**src/rtl/shift_pkg.sv**
```systemverilog
// Shared constants for the arithmetic shifter and its inverse (shift_restorer):
// direction encoding, field positions inside the 4-bit B control word, FSM states.
package shift_pkg;

    localparam int DEF_SHW = 2;

    localparam logic DIR_LEFT  = 1'b0;
    localparam logic DIR_RIGHT = 1'b1;

    // B = {fill, amount[DEF_SHW-1:0], direction}
    localparam int B_DIR    = 0;
    localparam int B_AMT_LO = 1;
    localparam int B_AMT_HI = DEF_SHW;
    localparam int B_FILL   = DEF_SHW + 1;

    typedef enum logic [1:0] {
        IDLE  = 2'd0,
        SHIFT = 2'd1,
        DONE  = 2'd2
    } state_t;

endpackage

```
**src/rtl/shift_restorer_step.sv**
```systemverilog
// One-position undo of a shift on the double-width working register, plus the bit
// that falls out (which must equal the fill bit for a consistent input).
module shift_restorer_step
    import shift_pkg::*;
#(
    parameter int W2 = 8
) (
    input  logic [W2-1:0] w,
    input  logic          dir,
    output logic [W2-1:0] w_next,
    output logic          bit_out
);

    always_comb begin
        w_next  = w;
        bit_out = 1'b0;
        if (dir == DIR_LEFT) begin
            w_next  = {1'b0, w[W2-1:1]};
            bit_out = w[0];
        end else begin
            w_next  = {w[W2-2:0], 1'b0};
            bit_out = w[W2-1];
        end
    end

endmodule

```
**src/rtl/shift_restorer.sv**
```systemverilog
// Reconstructs the pre-shift operand A from shifted result X, spill word Y and control B,
// one bit position per clock, flagging fill bits or residue that disagree with B.
module shift_restorer
    import shift_pkg::*;
#(
    parameter int WIDTH = 4,
    parameter int SHW   = DEF_SHW
) (
    input  logic               clk,
    input  logic               rst,
    input  logic               in_valid,
    output logic               in_ready,
    input  logic [WIDTH-1:0]   X,
    input  logic [WIDTH-1:0]   Y,
    input  logic [SHW+1:0]     B,
    output logic               out_valid,
    input  logic               out_ready,
    output logic [WIDTH-1:0]   A,
    output logic               err
);

    localparam int W2 = 2 * WIDTH;

    state_t             state_reg;
    logic [W2-1:0]      w_reg;
    logic [SHW-1:0]     cnt_reg;
    logic               fill_reg;
    logic               dir_reg;
    logic               sticky_reg;
    logic [WIDTH-1:0]   a_reg;
    logic               err_reg;
    logic               out_valid_reg;
    logic               in_ready_reg;

    logic [W2-1:0]      w_next;
    logic               bit_out;
    logic [SHW-1:0]     b_amt;
    logic [WIDTH-1:0]   a_sel;
    logic [WIDTH-1:0]   residue;

    assign b_amt = B[B_AMT_HI:B_AMT_LO];

    shift_restorer_step #(
        .W2 (W2)
    ) u_step (
        .w       (w_reg),
        .dir     (dir_reg),
        .w_next  (w_next),
        .bit_out (bit_out)
    );

    // Once all positions are undone, one half holds A and the other must be empty.
    always_comb begin
        if (dir_reg == DIR_RIGHT) begin
            a_sel   = w_reg[W2-1:WIDTH];
            residue = w_reg[WIDTH-1:0];
        end else begin
            a_sel   = w_reg[WIDTH-1:0];
            residue = w_reg[W2-1:WIDTH];
        end
    end

    always_ff @(posedge clk or posedge rst) begin
        if (rst) begin
            state_reg     <= IDLE;
            w_reg         <= '0;
            cnt_reg       <= '0;
            fill_reg      <= 1'b0;
            dir_reg       <= DIR_LEFT;
            sticky_reg    <= 1'b0;
            a_reg         <= '0;
            err_reg       <= 1'b0;
            out_valid_reg <= 1'b0;
            in_ready_reg  <= 1'b1;
        end else begin
            case (state_reg)
                IDLE: begin
                    if (in_valid) begin
                        dir_reg      <= B[B_DIR];
                        fill_reg     <= B[B_FILL];
                        cnt_reg      <= b_amt;
                        sticky_reg   <= 1'b0;
                        w_reg        <= (B[B_DIR] == DIR_LEFT) ? {Y, X} : {X, Y};
                        in_ready_reg <= 1'b0;
                        state_reg    <= (b_amt == '0) ? DONE : SHIFT;
                    end
                end
                SHIFT: begin
                    w_reg   <= w_next;
                    cnt_reg <= cnt_reg - SHW'(1);
                    if (bit_out != fill_reg) begin
                        sticky_reg <= 1'b1;
                    end
                    if (cnt_reg == SHW'(1)) begin
                        state_reg <= DONE;
                    end
                end
                DONE: begin
                    // First DONE cycle registers the result; afterwards wait for the consumer.
                    if (!out_valid_reg) begin
                        a_reg         <= a_sel;
                        err_reg       <= sticky_reg | (|residue);
                        out_valid_reg <= 1'b1;
                    end else if (out_ready) begin
                        out_valid_reg <= 1'b0;
                        in_ready_reg  <= 1'b1;
                        state_reg     <= IDLE;
                    end
                end
                default: begin
                    state_reg     <= IDLE;
                    out_valid_reg <= 1'b0;
                    in_ready_reg  <= 1'b1;
                end
            endcase
        end
    end

    assign in_ready  = in_ready_reg;
    assign out_valid = out_valid_reg;
    assign A         = a_reg;
    assign err       = err_reg;

endmodule

```
**config.mk**
```make
export PLATFORM = sky130hd
export DESIGN_NAME = shift_restorer
export DESIGN_NICKNAME = d
export VERILOG_FILES = /design/src/rtl/shift_pkg.sv /design/src/rtl/shift_restorer_step.sv /design/src/rtl/shift_restorer.sv
export SDC_FILE = /design/constraint.sdc
export NUM_CORES = 1
export LEC_CHECK = 0
export BUFFER_PORTS_ARGS = -buffer_cell sky130_fd_sc_hd__clkbuf_2
export CORE_UTILIZATION = 40
export DETAILED_ROUTE_END_ITERATION = 8
export MAX_ROUTING_LAYER = met4
export SLEW_MARGIN = 20
export SYNTH_ARGS = -nofsm -noshare
export SYNTH_HDL_FRONTEND = slang
export SYNTH_HIERARCHICAL = 1
export SYNTH_SLANG_ARGS = --single-unit
```
**constraint.sdc**
```tcl
create_clock -name clk -period 1.98 [get_ports clk]
set_clock_uncertainty 0.05 [all_clocks]
set_input_delay 0.099 -clock clk [delete_from_list [all_inputs] [get_ports clk]]
set_output_delay 0.099 -clock clk [all_outputs]
set_load 0.01 [all_outputs]
```
==> results of run 1 <==
[per-stage QoR]
step	std cells	worst slack (ps)	utilization [%]	hold slack [ps]	cell area [µm²]
final	192	401.9	48.77	83.10	1489
after global routing	192	277.1	48.77	98.40	1489
after CTS	192	384.5	48.77	76.52	1489
after detailed placement	186	404.7	46.93	235.3	1433
after global placement	186	462.9	46.93	240.9	1433
after floorplan	124	554.4	-	37.48	1287
[cell usage in the layout, fill, tap and decap left out, types with 3 or more instances in the layout]
cell type | netlist | layout
buf_4 | 0 | 4
mux2i_1 | 4 | 4
o21ai_0 | 12 | 12
a22oi_1 | 9 | 9
inv_1 | 7 | 7
dfrtp_1 | 21 | 21
clkbuf_2 | 0 | 22
nand2_1 | 9 | 9
clkbuf_4 | 0 | 3
a21oi_1 | 11 | 11
mux2_2 | 10 | 10
mux2_4 | 7 | 7
nor2_1 | 7 | 7
[worst max-delay path by stage]
stage / from / slack, ps / cells after the start / end
2_1_floorplan: dir_reg / 550 / 4 / err
3_3_place_gp: state_reg[0] / 460 / 3 / cnt_reg[0]
3_5_place_dp: state_reg[0] / 400 / 3 / cnt_reg[0]
4_1_cts: state_reg[0] / 380 / 3 / cnt_reg[0]
5_1_grt: state_reg[0] / 280 / 3 / cnt_reg[0]
6_report: state_reg[0] / 400 / 3 / cnt_reg[0]
[where the power goes]
group | leakage, µW | internal, µW | switching, µW | total (µW)
logic | 0.000399 | 563 | 428 | 991
registers | 0.000265 | 659 | 279 | 937
clock network | 0.0000210 | 112 | 132 | 244
[critical path: stages, from the launching register on]
cell and delay (ps):
dfrtp_1 640, o21bai_2 470, inv_1 110, o22a_1 210
[layer usage]
layer  vias to the layer above  GRT usage (%)  share of wire, %
met5                         -              -                 0
met4                         0          3.401               1.3
met3                         4          3.956               3.8
met2                        21          26.46                45
met1                       458          22.77                50
li1                        488              -                 -
[kinds of logic (layout without fill, tap and decap cells)]
family	after synthesis	after routing	share of synthesized area (%)
buf+inv	15	39	5.929
flops	22	22	42.86
xor+xnor	1	1	0.6804
mux	21	21	20.02
simple gates	26	26	11.27
compound gates	38	38	18.27
fa+ha+maj	1	1	0.9717
[area by class of cell]
cell class	count	area share, %
flip-flops and latches	22	37.06
inverters	7	1.765
well taps	44	3.697
repair buffers	28	10.76
clock buffers	4	2.437
multi-input cells	87	44.29
[what timing repair did]
item,4_1_cts,5_1_grt
hold buffers,2,0
endpoints found under the setup margin,0,0
hold endpoints to repair,22,0
==> metrics.txt, run 1 <==
top post-synthesis cells by area=dfrtp_1, mux2_2, mux2_4, a22oi_1, o21ai_0; Crit path required time=2130 ps; Layout Nets=166; CTS H-tree lvls=1; antenna viol nets, final=0; peak supply drop=450.7 µV; die height=58.74 µm; Static Leak=0.0006847 µW; fraction of layout cells with a size suffix above 1=36.49%; Multi-input gate area=659.4 µm²; I/O pins=23; CTS tree=yes; Area Overhead vs Synth=15.65%; largest net degree at the start of global routing=23; fmax=0.6337 GHz; post-cts resize count=0; Row Count=20; drt total wl=2.501 mm; status=complete, no violations; post-synthesis async set-or-reset flop share=100.0%; Syn. warnings=6; R2R setup slack=400 ps; initial antenna violation count=0; drt pass-1 iters=6; Syn Area/Cell=10.38 µm²; port bufs=22; Hold Crit Class=in -> reg; Placer Congestion=0.7749; final setup fails=0; Final Hold Violating Endpoints=0; top_reg_cell synth=dfrtp_1; Max-Cap Viols=0; post-synth top area cell=dfrtp_1; vias in the first global route=917; initial drt markers=27; Worst setup SP type=flop; Core ar.=3053 µm²; synth unique cells=31; post-synthesis sequential area ratio=42.86%; WHS Path Cells=4; reg2reg end=cnt_reg[0]; clock slew at reported path FFs=110 ps; period utilization=79.70%; postcts setup bufs=0; WL/cell=13.03 µm; Tot Pwr=2172 µW; Max Root-Sink Buffers=2; Die ar.=3450 µm²; Final min period=1578 ps; WP data arrival=1730 ps; Reg area=551.8 µm²; grt ovf=0; RSZ-0062 raised after global routing=no; most frequent cell after synthesis=dfrtp_1; Post-DP HPWL=1.794 mm; top post-synthesis cells by count=dfrtp_1, o21ai_0, a21oi_1; Crit Path Max Fanout=20; top cell type's share of synthesized area=40.82%; Inserted Diodes=0; DRC viols=0; Final TNS setup=0 ps; total clock sinks=22; reg2reg path depth=3; mapped cell area=1287 µm²; RR Startpoint=state_reg[0]; DR vias=971; first-pass GRT wire length=4.326 mm; clk_lat worst skew=300 ps; Mapped Nets=141; Endpoint, Worst Hold=state_reg[1]; Global Route Usage Sum=17.01%; Post-synth EDFFs=0; Worst setup EP type=flop; PD cells=1459 nW/µm²; Slew Viols, Final=0; max reg flops=8; Seq cells post-synth=22; hold_sp=out_ready; WS Path Type=reg -> reg; Num CTS Buffers=3; worst-margin pin slew=801.0 ps; die width=58.74 µm; Slew Limit Headroom=46.54%; vias per std cell=5.057; Starting Density=42.17%; Post-Syn Instances=124; layout filler cell count=299; root buf cell=clkbuf_4
No activity file was read; power rests on OpenSTA's default activity.
==> inputs of run 2 (changes only) <==
Clock period 1.98 ns to 1.5 ns, I/O delays scaled along.
==> run 2 against run 1 <==
Critical endpoint is now w_reg[5]. Setup slack lost 270 ps. Fmax rose by 15%. Combinational power rose by 58%. Clock power increased by 35%. Wire length rose by 2.2%. Hold slack got worse by 34 ps. Largest cell class unchanged. Critical path type unchanged. Sequential power rose by 17%. Count of clock-buffer cells in the layout unchanged. Non-clock buffer count up 8. Highest routed layer unchanged. Critical path depth rose by 1.
==> metrics.txt, run 2 (synthesized netlist as in run 1, its figures left out) <==
status=complete, no violations; clk_lat worst skew=300 ps (about the same); PD cells=1936 nW/µm² (+33%); Final Hold Violating Endpoints=0 (unchanged); WL/cell=12.78 µm (-1.9%); max reg flops=8 (unchanged); grt ovf=0 (unchanged); antenna viol nets, final=0 (unchanged); DR vias=1026 (+5.7%); Max Root-Sink Buffers=2 (unchanged); die width=58.74 µm (unchanged); Core ar.=3053 µm² (unchanged); Starting Density=42.17% (unchanged); Slowest-stage cell, CP=dfrtp_2; Multi-input gate area=659.4 µm² (unchanged); Final min period=1370 ps (-208.5 ps); initial drt markers=31 (+15%); first-pass GRT wire length=4.547 mm (+5.1%); Placer Congestion=0.8281 (+6.9%); I/O pins=23 (unchanged); fmax=0.7301 GHz (+15%); Crit Path Max Fanout=8 (-60%); Crit path required time=1650 ps (-480 ps); port bufs=22 (unchanged); Post-DP HPWL=1.829 mm (+2.0%); drt pass-1 iters=4 (-2); Area Overhead vs Synth=20.41%; die height=58.74 µm (unchanged); total clock sinks=22 (unchanged); Max-Cap Viols=0 (unchanged); worst-margin pin slew=289.4 ps (-511.6 ps); CTS H-tree lvls=1 (unchanged); vias in the first global route=1017 (+11%); initial antenna violation count=0 (unchanged); Num CTS Buffers=3 (unchanged); Die ar.=3450 µm² (unchanged); fraction of layout cells with a size suffix above 1=40.38% (+3.9 points); worst-path cell chain=buf_4 -> mux2_4 -> a22oi_1 -> o21ai_0; Slew Limit Headroom=80.71% (+34 points); Worst setup EP type=flop; final setup fails=0 (unchanged); Inserted Diodes=0 (unchanged); DRC viols=0 (unchanged); period utilization=91.31% (+12 points); fin worst setup slack=130.4 ps (-271.5 ps); most frequent cells in the layout=clkbuf_2, dfrtp_1, o21ai_0, buf_4, a21oi_1; Slew Viols, Final=0 (unchanged); peak supply drop=716.1 µV (+59%); drt total wl=2.556 mm (+2.2%); clock slew at reported path FFs=130 ps (+20 ps); CTS tree=yes; critical path's top delay family=flip-flops; Static Leak=0.0007234 µW (+5.6%); layout filler cell count=303 (+1.3%); Place WS=95.71 ps (-309.0 ps); RSZ-0062 raised after global routing=no; slowest stage delay, CP=460 ps (-180 ps); Reg area=553.0 µm² (+0.23%); largest net degree at the start of global routing=23 (unchanged); Layout Nets=174 (+4.8%); postcts setup bufs=0 (unchanged); Worst setup SP type=flop; WP buf/inv=1 (unchanged); WP data arrival=1520 ps (-210 ps); Row Count=20 (unchanged); WS Path Type=reg -> reg; R2R setup slack=130 ps (-270 ps); Final TNS setup=0 ps (unchanged); vias per std cell=5.130 (+1.4%); Global Route Usage Sum=17.78% (+0.77 points); Hold Crit Class=in -> reg; commonest non-fill, non-tap cell in the layout=clkbuf_2; root buf cell=clkbuf_4
run 2: cell types whose count changed in the layout (fill, tap and decap cells not counted):
cell     previous run  this run
buf_4               4        12
dfrtp_1            21        20
dfrtp_2             0         1
run 2: area by class of cell:
type                            instances  share of cell area, %
Multi-Input combinational cell         87                  42.53
Clock buffer                            4                  2.341
Sequential cell                        22                  35.67
Tap cell                               44                  3.551
Timing Repair Buffer                   36                  14.20
Inverter                                7                  1.695
run 2: metal layers:
| layer | wire length, µm | part of all wire, % | vias to the layer above | track usage (%) |
|---|---|---|---|---|
| met5 | 0 | 0 | - | - |
| li1 | - | - | 508 | - |
| met2 | 1209 | 47 | 26 | 27.60 |
| met1 | 1237 | 48 | 490 | 22.85 |
| met3 | 95 | 3.7 | 2 | 3.297 |
| met4 | 14 | 0.55 | 0 | 7.143 |
run 2: final timing paths:
| path | start | endpoint | depth (start not counted) |
|---|---|---|---|
| max | dir_reg | w_reg[5] | 4 |
| min | B[1] | state_reg[0] | 3 |
| max reg2reg | dir_reg | w_reg[5] | 4 |
| min reg2reg | in_ready | in_ready | 2 |
| max in group asynchronous | rst | in_ready | 4 |
| min in group asynchronous | rst | fill_reg | 4 |
run 2: worst register-to-register path: cells and delay by family, from the launching register on:
family | cells | cell delay [ps]
mux | 1 | 300
buf+inv | 1 | 190
flops | 1 | 460
compound gates | 2 | 270
run 2: through the flow:
stage,total power [µW],instance area (µm²),hold slack (ps),cells,utilization [%]
2_1_floorplan,2238,1287,13.48,124,-
3_3_place_gp,2639,1493,55.08,194,48.89
3_5_place_dp,2671,1493,58.83,194,48.89
4_1_cts,3016,1549,35.22,200,50.74
5_1_grt,3272,1550,65.51,200,50.78
6_report,3001,1550,49.25,200,50.78
run 2: repair_timing:
item / in CTS / in global routing
gates resized for setup: 0 / 1
endpoints found under the hold margin: 23 / 0
hold buffers: 2 / 0
endpoints found under the setup margin: 0 / 1
run 2: power by group:
group / internal [µW] / switching [µW]
Combinational: 846 / 725
Clock: 148 / 181
Sequential: 874 / 227
